[src/rtl/busio.sv]
// Bus interface unit: arbitrates instruction fetch and load/store requests onto
// a single valid/ready external bus, with byte/half/word lane handling.
module busio (
  input  logic        clk,
  input  logic        reset,
  input  logic [31:0] fetch_address,
  output logic [31:0] fetch_data,
  output logic        fetch_ready,
  input  logic        mem_load,
  input  logic        mem_store,
  input  logic [31:0] mem_address,
  input  logic [31:0] mem_store_data,
  input  logic [1:0]  mem_size,
  input  logic        mem_signed,
  output logic [31:0] mem_load_data,
  output logic        mem_ready,
  output logic        ext_valid,
  input  logic        ext_ready,
  output logic [31:0] ext_address,
  output logic        ext_write,
  output logic [31:0] ext_write_data,
  output logic [3:0]  ext_write_strb,
  input  logic [31:0] ext_read_data
);

  typedef enum logic [1:0] {IDLE, FETCH, MEM} state_t;

  state_t      r_state;
  state_t      w_next;
  logic [31:0] r_addr;
  logic [31:0] r_wdata;
  logic [3:0]  r_strb;
  logic [1:0]  r_size;
  logic        r_signed;
  logic        r_write;
  logic [31:0] r_fetch_copy;
  logic [31:0] r_fetch_data;
  logic        r_fetch_ready;
  logic [31:0] r_load_data;
  logic        r_mem_ready;

  logic        w_idle_go;
  logic        w_mem_req;
  logic        w_done;
  logic [3:0]  w_strb;
  logic [31:0] w_wdata;

  // Lane select and sign/zero extension of a read word.
  function automatic logic [31:0] extract(input logic [31:0] d, input logic [1:0] a,
                                          input logic [1:0] sz, input logic sg);
    logic [7:0]  b;
    logic [15:0] h;
    case (a)
      2'd0:    b = d[7:0];
      2'd1:    b = d[15:8];
      2'd2:    b = d[23:16];
      default: b = d[31:24];
    endcase
    h = a[1] ? d[31:16] : d[15:0];
    case (sz)
      2'b00:   extract = {{24{sg & b[7]}}, b};
      2'b01:   extract = {{16{sg & h[15]}}, h};
      default: extract = d;
    endcase
  endfunction

  // A ready pulse still visible means its requester has not yet seen it, so a
  // request sampled now would be stale.
  assign w_idle_go = (r_state == IDLE) && !r_fetch_ready && !r_mem_ready;
  assign w_mem_req = mem_load | mem_store;
  assign w_done    = (r_state != IDLE) && ext_ready;

  // NOTE: every always_comb output gets a default first so no path leaves it
  // unassigned, which would otherwise infer a latch.
  always_comb begin
    w_next = r_state;
    case (r_state)
      IDLE:       if (w_idle_go) w_next = w_mem_req ? MEM : FETCH;
      FETCH, MEM: if (ext_ready) w_next = IDLE;
      default:    w_next = IDLE;
    endcase
  end

  always_comb begin
    w_strb  = 4'b1111;
    w_wdata = mem_store_data;
    case (mem_size)
      2'b00: begin
        w_strb  = 4'b0001 << mem_address[1:0];
        w_wdata = {4{mem_store_data[7:0]}};
      end
      2'b01: begin
        w_strb  = 4'b0011 << {mem_address[1], 1'b0};
        w_wdata = {2{mem_store_data[15:0]}};
      end
      default: ;
    endcase
  end

  // NOTE: sequential state uses non-blocking assignments only, so every
  // register samples pre-edge values regardless of statement order.
  always_ff @(posedge clk or posedge reset) begin
    if (reset) begin
      r_state <= IDLE;
    end else begin
      r_state <= w_next;
    end
  end

  // NOTE: the asynchronous reset clears every datapath register as well, since
  // all of them are observable outputs with defined reset values.
  always_ff @(posedge clk or posedge reset) begin
    if (reset) begin
      r_addr        <= '0;
      r_wdata       <= '0;
      r_strb        <= '0;
      r_size        <= '0;
      r_signed      <= 1'b0;
      r_write       <= 1'b0;
      r_fetch_copy  <= '0;
      r_fetch_data  <= '0;
      r_fetch_ready <= 1'b0;
      r_load_data   <= '0;
      r_mem_ready   <= 1'b0;
    end else begin
      r_fetch_ready <= 1'b0;
      r_mem_ready   <= 1'b0;
      if (r_state == IDLE && w_next == MEM) begin
        r_addr   <= mem_address;
        r_write  <= mem_store;
        r_wdata  <= mem_store ? w_wdata : '0;
        r_strb   <= mem_store ? w_strb : 4'b0000;
        r_size   <= mem_size;
        r_signed <= mem_signed;
      end else if (r_state == IDLE && w_next == FETCH) begin
        r_addr   <= fetch_address;
        r_write  <= 1'b0;
        r_wdata  <= '0;
        r_strb   <= 4'b0000;
        r_size   <= 2'b10;
        r_signed <= 1'b0;
      end
      if (r_state == IDLE && w_next != IDLE) r_fetch_copy <= fetch_address;
      if (w_done) begin
        if (r_state == FETCH) begin
          r_fetch_data  <= ext_read_data;
          // A redirected fetch is dropped silently and reissued from IDLE.
          r_fetch_ready <= (fetch_address == r_fetch_copy);
        end else begin
          r_mem_ready <= 1'b1;
          if (!r_write) r_load_data <= extract(ext_read_data, r_addr[1:0], r_size, r_signed);
        end
      end
    end
  end

  assign ext_valid      = (r_state != IDLE);
  assign ext_address    = {r_addr[31:2], 2'b00};
  assign ext_write      = r_write;
  assign ext_write_data = r_wdata;
  assign ext_write_strb = r_strb;
  assign fetch_data     = r_fetch_data;
  assign fetch_ready    = r_fetch_ready;
  assign mem_load_data  = r_load_data;
  assign mem_ready      = r_mem_ready;

endmodule

[config.mk]
export PLATFORM = sky130hd
export DESIGN_NAME = busio
export DESIGN_NICKNAME = d
export VERILOG_FILES = /design/src/rtl/busio.sv
export SDC_FILE = /design/constraint.sdc
export NUM_CORES = 1
export LEC_CHECK = 0
export BUFFER_PORTS_ARGS = -buffer_cell sky130_fd_sc_hd__buf_4
export CORE_ASPECT_RATIO = 1.75
export CORE_MARGIN = 3
export CORE_UTILIZATION = 40
export CTS_BUF_LIST = sky130_fd_sc_hd__clkbuf_16
export DETAILED_ROUTE_END_ITERATION = 8
export PLACE_DENSITY = 0.71
export SKIP_LAST_GASP = 1
export SYNTH_ARGS = -nofsm -noshare
export SYNTH_HDL_FRONTEND = slang
export SYNTH_SLANG_ARGS = --single-unit
[constraint.sdc]
create_clock -name clk -period 7.7 [get_ports clk]
set_clock_uncertainty 0.05 [all_clocks]
set_input_delay 1.155 -clock clk [delete_from_list [all_inputs] [get_ports clk]]
set_output_delay 1.155 -clock clk [all_outputs]
set_load 0.02 [all_outputs]
* After elaboration in Yosys (flattened, before gate mapping)
Index checks and enable logic that the tools add are counted.
Storage, ports and cells: flip-flop bits (word level) 172, bits in latches 0, bits in writable memories 0, ROM bits 0, input port bits 136, output and inout bits 136, logic and storage cells 75, memories 0
Cells by class: add/subtract/negate cells 0, multipliers 0, divide/modulo/power cells 0, $lt $le $gt $ge 0, equality and inequality tests 9, shift operators 2, muxes and demuxes 29, bitwise gates (word level) 5, reduce and logical (&&, ||, !) cells 18
Operators with widths (count):
- $mux 32 | 5
- $pmux 32 s2 | 2
- $eq 32x32->1 | 1
- $mux 8 | 3
- $pmux 8 s3 | 1
- $mux 16 | 1
- $mux 4 | 3
- $eq 2x1->1 const B | 5
- $mux 2 | 5
- $logic_not 2->1 | 4
- $pmux 4 s2 | 1
- $mux 1 | 7
- $eq 2x2->1 const B | 3
- $logic_and 1x1->1 | 6
- $reduce_bool 2->1 | 3
- $pmux 2 s2 | 1
- $shl 1x2->4 const A | 1
- $shl 2x2->4 const A | 1
- $reduce_and 3->1 | 1
- $and 1x1->1 | 2
- $logic_not 1->1 | 2
- $not 1->1 | 2
- $reduce_and 2->1 | 1
- $reduce_or 2->1 | 1
- $or 1x1->1 | 1

* Depth between registers and ports, before layout
Gate-level depths: netlist of the first run.
depth after elaboration 9, depth in mapped cells 8, gate-level depth less buffers 6

* Worst setup path before layout of the first run
Ideal clock, no wire load.
path type input-to-reg, start input port mem_load, end register r_addr[0], library setup time 0.123 ns, arrival time 2.622 ns, data required time 7.527 ns, slack 4.905 ns, stages 5, buffers on the path 1, cell sequence or4_4 or4_4 o2111a_2 buf_6 o221a_1
On the way: longest elaborated chain between the ends 7
Ends and longest elaborated chain:
- from (decl) | RTL line 9 | input logic mem_load,
- $or 1x1->1 (*) | RTL line 70 | assign w_mem_req = mem_load | mem_store;
- $mux 2 (*) (2 in a row) | RTL line 78 | IDLE: if (w_idle_go) w_next = w_mem_req ? MEM : FETCH;
- $pmux 2 s2 (*) | RTL line 77 | case (r_state)
- $eq 2x2->1 / $eq 2x1->1 (equally long branches) | RTL line 128, 135
- $logic_and 1x1->1, on equally long branches | RTL line 128, 135
- $mux 32 / $reduce_bool 2->1 (equally long branches)
- to (signal assigned) | RTL line 129 | r_addr <= mem_address;
- to (signal assigned) | RTL line 136 | r_addr <= fetch_address;
- to (decl) | RTL line 30 | logic [31:0] r_addr;
Mark *: on every way between the ends. The rest lies on a longest branch, timed or not. A chain may end at the register's enable or synchronous reset.

* Final worst setup path of the first run
start register r_state[0], end register r_load_data[28] (netlist: mem_load_data[28])
On the way: longest elaborated chain between the ends 3
Ends and longest elaborated chain:
- from (decl) | RTL line 28 | state_t r_state;
- from (signal assigned) | RTL line 106 | r_state <= w_next;
- $eq 2x1->1 / $reduce_bool 2->1 (equally long branches) | RTL line 145, 71
- $not 1->1 (no line) / $logic_and 1x1->1 (equally long branches)
- $reduce_and 3->1 (no line) (*)
- to (signal assigned) | RTL line 151 | if (!r_write) r_load_data <= extract(ext_read_data, r_addr[1:0], r_size, r_signed);
- to (decl) | RTL line 39 | logic [31:0] r_load_data;
Marked as above.

==> summary.txt, run 1 <==
Run status
  – Outcome: completed

Pwr
  – LEAKAGE: 5.01 nW
  – P_sw: 2.01 mW
  – Switch share: 40.6%
  – Clock power share: 17.1%
  – Total power: 4.94 mW
  – Power Density: 460 nW/um2
  – Internal: 2.94 mW
  – Gate power share: 49.6%
  – Sequential share of power: 33.4%
  – Max VDD drop: 0.244 mV

Global routing
  – Vias in the first global route: 6427
  – GRT Util Overall: 21.3%
  – Initial antenna violation count: 0
  – Largest net degree at the start of global routing: 66
  – Gr ovfl total: 0
  – Global-route wire length before repair: 36.9 mm

Floorplan
  – Die Area: 22400 um2
  – Core Footprint: 20000 um2
  – I/O pin count: 272
  – Cell row count: 68
  – Initial core utilization: 41.2%
  – Die W: 114 um
  – Die height: 196 um

Setup path
  – Worst r2r path cells: 6
  – Data arrival, critical path: 3.18 ns
  – Critical Path RT: 7.96 ns
  – Buf/Inv on CP: 2
  – R2R Path Start: r_state[0]
  – Critical Path Fanout Max: 14
  – Critical-path top delay cell: or4b_1
  – CP endpoint kind: flip-flop
  – Max incr delay on CP: 0.84 ns
  – Setup crit start kind: flip-flop
  – Flop2flop setup slack: 4.78 ns
  – Worst path cell trace: inv_1, ha_1, or4b_1, a31oi_1, buf_4, a21oi_1
  – Setup CP Type: reg -> reg
  – Crit-path leading delay family: simple AND/OR/NAND/NOR gates
  – Worst reg2reg endpoint: mem_load_data[28]

CTS
  – H-tree levels: 4
  – CTS tree: built
  – # resized after CTS: 0
  – Clock Tree Buf Depth: 2
  – Hold Buf Count CTS: 0
  – Clock latency on the worst-skew pair: 0.43 ns
  – CTS root buffer: clkbuf_16
  – Reg clk slew, reported paths: 0.07 ns
  – Clk sinks: 172
  – Total CTS buffers: 17
  – Postcts setup bufs: 0

Synthesis
  – Yosys top cell area share: 52.3%
  – Register area share after synthesis: 52.3%
  – Synth Flop Type: dfrtp_1
  – #FFs+latches synth: 172
  – Syn Std Cell Area: 8230 um2
  – Library cells used by synthesis: 49
  – Ys Warns: 0
  – Post-synth top area cell: dfrtp_1
  – EDFF count, synth: 0
  – Post-Syn Area per Cell: 11.5 um2
  – Cells after Synth: 714
  – FFs w/ async S/R, synth: 100%
  – Most area-consuming cells after synthesis: dfrtp_1, mux2_2, mux2i_1, o221a_1, xor2_1

Worst hold path
  – WHS Path Cells: 2
  – Hold Path Sink: mem_load_data[7]
  – Min-delay src: mem_load_data[7]
  – Min-delay worst type: reg -> reg

Drt
  – Routed via count: 6388
  – Antenna Nets Post-Route: 0
  – Starting DRT DRC Count: 489
  – Wirelength per Cell: 20.3 um
  – DRT Pass-1 Iters: 5
  – Total wire length: 24.1 mm
  – Drt via density: 5.38
  – Post-detailed-route DRC marker count: 0

STA
  – RSZ-0062 raised after global routing: no
  – Max Slew Vio Count: 0
  – Final setup vio count: 0
  – Post-Route Setup TNS: 0 ns
  – Minimum clock period: 2.92 ns
  – Final hold vios: 0
  – Worst-Margin Slew: 1.19 ns
  – Achievable Freq: 0.343 GHz
  – Period utilisation layout: 37.9%
  – Slew HR: 20.9%

Final layout
  – Register area: 4300 um2
  – Layout area overhead: 30.7%
  – Share of post-route cells with drive strength above 1: 41.1%
  – Fillers: 1775
  – Number of diodes: 0
  – Area occupied by multi-input gates: 3470 um2
  – Layout Nets: 1069

Flow run
  – Max-Cap Viols: 0

Place
  – DP Wirelength: 17.8 mm
  – # port buffers: 269
  – GPL Wtd Cong: 0.840
-- power by group through the flow --
stage / clock network, mW / logic [mW] / registers (mW)
after floorplan: 0 / 1.50 / 1.84
after global placement: 0 / 2.43 / 1.65
after detailed placement: 0 / 2.47 / 1.66
after CTS: 0.865 / 2.48 / 1.65
after global routing: 0.905 / 2.64 / 1.70
final: 0.844 / 2.45 / 1.65
-- synthesized netlist by cell type, drive strengths merged (2+ instances only) --
master and number:
nand2 56, o21a 2, ha 3, nor2b 6, a22o 18, o2bb2ai 20, o21ai 33, buf 45
nor3 3, a21oi 35, inv 8, o31ai 2, a31oi 2, mux2 64, a2bb2oi 2, xor2 30
or2 3, mux2i 34, nand3 3, nand3b 7, dfrtp 172, nor2 27, nand2b 2, o221a 37
nor4 7, xnor2 2, clkbuf 35, or3 39, or4 3
-- final cells by class --
cell class,count,share of cell area (%)
sequential,172,40.0
multi-input combinational,455,32.2
timing repair buffer,276,19.3
clock buffer,17,3.95
tap,245,2.85
clock inverter,15,1.38
inverter,8,0.326
-- how the worst max path moves through the flow --
stage                     cells after the start  slack [ns]                end  startpoint
after floorplan                               1        1.83          ext_write       reset
after detailed placement                      5        4.50  mem_load_data[28]   ext_ready
after global placement                        5        4.54  mem_load_data[27]   ext_ready
final                                         6        4.78  mem_load_data[28]  r_state[0]
after global routing                          6        4.54   mem_load_data[9]  r_state[0]
after CTS                                     6        4.78  mem_load_data[28]  r_state[0]
-- layout by cell type (no fill, tap or decap), types with 4 or more instances in the layout --
cell type and count:
clkbuf_16 17, nor2_1 27, a21oi_1 35, nand2_1 56
clkinv_4 4, nor4_1 7, o221a_1 30, o2bb2ai_1 20
o21ai_0 32, nand3b_1 7, nor2b_1 5, or3_1 39
xor2_1 30, dfrtp_1 172, o221a_2 7, buf_4 276
a22o_1 18, mux2_2 64, mux2i_1 34, inv_1 7
-- through the flow --
stage	util (%)	cells	setup WS (ns)	instance area [um2]	hold WS, ns
floorplan	-	715	1.83	8240	0.416
global placement	50.9	1156	4.54	10200	0.417
detailed placement	50.9	1156	4.50	10200	0.418
CTS	53.8	1188	4.78	10800	0.433
global route	53.8	1188	4.54	10800	0.462
finish	53.8	1188	4.78	10800	0.432
-- sequential cells by signal (all words and copies together), names as in the netlist --
name            count
r_addr             32
mem_load_data      32
r_size              2
fetch_ready         1
r_fetch_copy       32
r_state             2
r_signed            1
mem_ready           1
ext_write_strb      4
ext_write           1
ext_write_data     32
fetch_data         32
-- per-layer routing --
metal	vias to the layer above	wire (um)	part of all wire [%]	track usage, %
li1	3002	-	-	-
met1	3112	9190	38	24.6
met2	221	12800	53	37.6
met3	53	1120	4.6	3.95
met4	0	1010	4.2	9.95
met5	-	0	0	0
-- logic make-up after synthesis --
group,after synthesis,share of synthesized area (%)
buffers and inverters,88,5.87
AND/OR/NAND/NOR,159,9.77
adder cells (fa/ha/maj),3,0.456
other,1,0.0455
multiplexers,99,13.2
AO/OA/AOI/OAI,160,15.0
XOR/XNOR,32,3.40
flip-flops,172,52.3
-- worst min-delay path, stage by stage (launching register included) --
cell,delay [ns]
dfrtp_1,0.34
nand2_1,0.05
o31ai_1,0.05
Note: power is estimated with default switching activity, not from simulation.
==> run 2: changes to the inputs <==
ABC_AREA = 1   (was default)
PLACE_DENSITY = 0.7   (was 0.71)
clock period = 2.8 ns   (was 7.7 ns; I/O delays follow)
==> summary.txt, run 2 <==
Global routing
  – Initial antenna violation count: 0
  – Gr busiest metal: met2
  – Gr ovfl total: 0
  – Global-route wire length before repair: 44.2 mm
  – GRT Util Overall: 23.5%
  – GRT met2 Usage: 40.3%
  – Largest net degree at the start of global routing: 69
  – Vias in the first global route: 8307
  – Met3 Track Usage GR: 5.04%
  – Met1 usage: 26.6%

Pwr
  – Total power: 13.9 mW
  – LEAKAGE: 6.18 nW
  – Max VDD drop: 0.603 mV
  – Power Density: 1210 nW/um2

Drt
  – Starting DRT DRC Count: 772
  – DRT Pass-1 Iters: 6
  – Total wire length: 28.2 mm
  – Post-detailed-route DRC marker count: 0
  – Antenna Nets Post-Route: 0
  – Drt via density: 5.11
  – Wirelength per Cell: 17.0 um
  – Routed via count: 8491

Place
  – # port buffers: 269
  – DP Wirelength: 21.4 mm
  – Dpl ws: 0.345 ns
  – Placed cell count: 1631
  – GPL Wtd Cong: 0.921

CTS
  – Hold Buf Count CTS: 0
  – Reg clk slew, reported paths: 0.06 ns
  – Postcts setup bufs: 0
  – Clock Tree Buf Depth: 2
  – H-tree levels: 4
  – # resized after CTS: 0
  – CTS root buffer: clkbuf_16
  – Clk sinks: 172
  – Clock latency on the worst-skew pair: 0.43 ns
  – Total CTS buffers: 17
  – CTS tree: built

Final layout
  – Share of post-route cells with drive strength above 1: 25.4%
  – Area occupied by multi-input gates: 3670 um2
  – Number of diodes: 0
  – Layout Nets: 1497
  – Most common cell after layout, fill and taps aside: nand2_1
  – Fillers: 2079
  – Layout area overhead: 30.6%
  – Most frequent cells in the layout: nand2_1, buf_4, dfrtp_1, nand3_1, inv_1
  – Final std cells w/o fill: 1661
  – Register area: 4300 um2

Setup path
  – Data arrival, critical path: 2.73 ns
  – CP dominant cell by count: nand2_1
  – Critical-path top delay cell: dfrtp_1
  – Max incr delay on CP: 0.41 ns
  – Setup CP Type: reg -> reg
  – Critical Path Fanout Max: 33
  – Setup crit start kind: flip-flop
  – Buf/Inv on CP: 3
  – Crit-path leading delay family: simple AND/OR/NAND/NOR gates
  – CP endpoint kind: flip-flop
  – Critical Path RT: 3.06 ns
  – Worst path cell trace: inv_1, ha_1, inv_2, nor2_2, nand3_2, nand2_1, nand2_1, nand2_2, nand3_4, buf_4, nand2_1, nand2_1, nand2_1, nand2_1

Floorplan
  – Die Area: 23900 um2
  – Cell row count: 71
  – Core Footprint: 21600 um2
  – I/O pin count: 272
  – Initial core utilization: 40.7%
  – Die height: 202 um
  – Die W: 118 um

Synthesis
  – Ys Warns: 0
  – Synth cell count leaders: nand2_1, dfrtp_1, nand3_1
  – Library cells used by synthesis: 39
  – Syn Std Cell Area: 8790 um2
  – Post-Syn Area per Cell: 7.72 um2
  – FFs w/ async S/R, synth: 100%
  – Cells after Synth: 1138
  – Register area share after synthesis: 49.0%
  – EDFF count, synth: 0
  – Yosys top cell area share: 49.0%
  – Most area-consuming cells after synthesis: dfrtp_1, nand2_1, nand3_1, buf_4, o21ai_0
  – Most common cell in the netlist: nand2_1
  – Post-synth top area cell: dfrtp_1
  – #FFs+latches synth: 172
  – Synth Flop Type: dfrtp_1

Worst hold path
  – Min-delay worst type: in -> async

STA
  – Minimum clock period: 2.47 ns
  – Slew HR: 48.7%
  – Worst hold margin: 0.0238 ns
  – Achievable Freq: 0.405 GHz
  – Final hold vios: 0
  – Final setup vio count: 0
  – Max Slew Vio Count: 0
  – Worst-Margin Slew: 0.770 ns
  – RSZ-0062 raised after global routing: no
  – Final worst slack: 0.331 ns
  – Post-Route Setup TNS: 0 ns
  – Period utilisation layout: 88.2%

Run status
  – Outcome: completed

Flow run
  – Max-Cap Viols: 0
-- run 2: changes by cell type after synthesis, sizes merged, moves of 37 or more --
cell,before,now
inv,8,71
or3,39,0
o221a,37,0
nand3,3,114
mux2,64,0
nand2,56,412
-- run 2: kinds of logic (layout without fill, tap and decap cells) --
logic type | count (synthesis) | count (layout) | synth area share, %
AOI/OAI and AO/OA | 140 | 140 | 8.80
xor gates and xnor gates | 17 | 17 | 1.69
adders and majority gates | 3 | 3 | 0.427
buffers and inverters | 168 | 398 | 9.38
DFF | 172 | 172 | 49.0
other | 1 | 2 | 0.0427
and+or+nand+nor | 637 | 637 | 30.7
-- run 2: worst paths after layout --
| path | from | to | slack (ns) | cells past startpoint |
|---|---|---|---|---|
| min in group clk | mem_signed | r_signed | 0.15 | 3 |
| min | reset | ext_write_data[0] | 0.02 | 2 |
| max | r_state[0] | r_addr[10] | 0.33 | 14 |
| min reg2reg | fetch_data[0] | fetch_data[0] | 0.42 | 2 |
| max reg2reg | r_state[0] | r_addr[10] | 0.33 | 14 |
| max in group asynchronous | reset | mem_load_data[25] | 1.91 | 3 |
-- run 2: per-stage QoR --
step	util [%]	area, um2
CTS	53.2	11500
finish	53.2	11500
floorplan	-	8800
detailed placement	50.4	10900
global placement	50.4	10900
global route	53.2	11500
-- run 2: power by group --
part	switching [mW]	total (mW)	internal (mW)
clock	0.973	2.45	1.48
combinational	4.54	7.18	2.64
sequential	0.668	4.31	3.64
total	6.18	13.9	7.76
-- run 2: area by class of cell --
cell class                 count  area share [%]
clock buffer                  17            3.71
clock inverter                13            1.53
inverter                      72            2.39
multi-input combinational    799            32.0
sequential                   172            37.5
tap                          292            3.18
timing repair buffer         296            19.7
-- run 2: metal layers --
metal / up-vias / share of wire [%]
met5: - / 0
met4: 0 / 5.7
met3: 89 / 5.7
met2: 370 / 51
met1: 3946 / 38
li1: 4086 / -
==> run 3: changes to the inputs <==
CORE_UTILIZATION = 52   (was 40)
PLACE_DENSITY = 0.86   (was 0.7)
==> summary.txt, run 3 (synthesis gave the netlist of run 2 again) <==
Run status
  – Outcome: completed

Global routing
  – GRT Util Overall: 29.9%
  – Gr ovfl total: 0
  – Initial antenna violation count: 0
  – Global-route wire length before repair: 44.3 mm
  – Largest net degree at the start of global routing: 73
  – Vias in the first global route: 8740

STA
  – Final setup vio count: 0
  – Slew HR: 48.0%
  – Final worst slack: 0.248 ns
  – Post-Route Setup TNS: 0 ns
  – Minimum clock period: 2.55 ns
  – Worst hold margin: 0.0573 ns
  – Max Slew Vio Count: 0
  – Achievable Freq: 0.392 GHz
  – Period utilisation layout: 91.1%
  – Final hold vios: 0
  – RSZ-0062 raised after global routing: no
  – Worst-Margin Slew: 0.780 ns

Floorplan
  – Initial core utilization: 53.2%
  – Core Footprint: 16500 um2
  – Die W: 104 um
  – I/O pin count: 272
  – Die height: 178 um
  – Cell row count: 62
  – Die Area: 18600 um2

Setup path
  – Worst r2r path cells: 13
  – CP endpoint kind: flip-flop
  – CP Depth: 13
  – CP Launch Point: r_state[0]
  – Max incr delay on CP: 0.42 ns
  – R2R Path Start: r_state[0]
  – Buf/Inv on CP: 4
  – Worst path cell trace: inv_1, ha_1, inv_2, nor2_2, nand3_2, nand2_1, nand2_1, nand2_2, buf_4, nand3_1, nand2_2, buf_12, o21ai_0
  – Setup crit start kind: flip-flop
  – Crit-path leading delay family: simple AND/OR/NAND/NOR gates
  – Critical Path Fanout Max: 34
  – Data arrival, critical path: 2.80 ns
  – Critical-path top delay cell: dfrtp_1
  – Setup CP Type: reg -> reg
  – Critical Path RT: 3.05 ns

Final layout
  – Most common cell after layout, fill and taps aside: nand2_1
  – Share of post-route cells with drive strength above 1: 25.3%
  – Layout area overhead: 29.4%
  – Fin area: 11400 um2
  – Number of diodes: 0
  – Most frequent cells in the layout: nand2_1, buf_4, dfrtp_1, nand3_1, inv_1
  – Layout Nets: 1493

CTS
  – Reg clk slew, reported paths: 0.07 ns
  – CTS tree: built
  – # resized after CTS: 0
  – Postcts setup bufs: 0
  – Clock Tree Buf Depth: 2
  – CTS root buffer: clkbuf_16
  – Clock latency on the worst-skew pair: 0.43 ns
  – Total CTS buffers: 17
  – Hold Buf Count CTS: 0
  – H-tree levels: 4
  – Clk sinks: 172

Place
  – # port buffers: 269
  – Cell area after placement: 10800 um2
  – GPL Wtd Cong: 1.01
  – DP Wirelength: 20.6 mm
  – Dpl ws: 0.300 ns

Drt
  – Starting DRT DRC Count: 695
  – Wirelength per Cell: 17.3 um
  – Antenna Nets Post-Route: 0
  – Total wire length: 27.5 mm
  – Post-detailed-route DRC marker count: 0
  – DRT Pass-1 Iters: 6
  – Routed via count: 8762
  – Drt via density: 5.51

Flow run
  – Max-Cap Viols: 0

Worst hold path
  – Min-delay worst type: in -> async

Pwr
  – Power Density: 1220 nW/um2
  – LEAKAGE: 6.15 nW
  – Total power: 13.9 mW
  – Max VDD drop: 0.742 mV
[run 3: where the power goes]
group | internal, mW | switching [mW]
registers | 3.64 | 0.691
logic | 2.62 | 4.52
clock network | 1.40 | 1.02
total | 7.66 | 6.23
[run 3: final timing paths]
check | slack [ns] | endpoint
max | 0.25 | r_fetch_copy[2]
min | 0.06 | ext_write_data[2]
max reg2reg | 0.25 | r_fetch_copy[2]
min reg2reg | 0.42 | fetch_data[25]
max in group asynchronous | 1.85 | r_addr[3]
min in group clk | 0.14 | r_signed
[run 3: per-stage QoR]
step           instances  utilization [%]
3_3_place_gp        1559             65.2
6_report            1590             68.8
4_1_cts             1590             68.8
2_1_floorplan       1139                -
3_5_place_dp        1559             65.2
5_1_grt             1590             68.8
[run 3: per-layer routing]
metal,track usage (%),part of all wire [%]
met5,0,0
met4,20.6,6.7
met3,6.01,6.4
met2,51.5,51
met1,33.2,36
[run 3: cell type report]
| cell class | count | area, um2 |
|---|---|---|
| Clock inverter | 14 | 171 |
| Multi-Input combinational cell | 799 | 3670 |
| Inverter | 72 | 274 |
| Tap cell | 224 | 280 |
| Fill cell | 1394 | 5150 |
| Clock buffer | 17 | 425 |
| Timing Repair Buffer | 292 | 2240 |
| Sequential cell | 172 | 4300 |
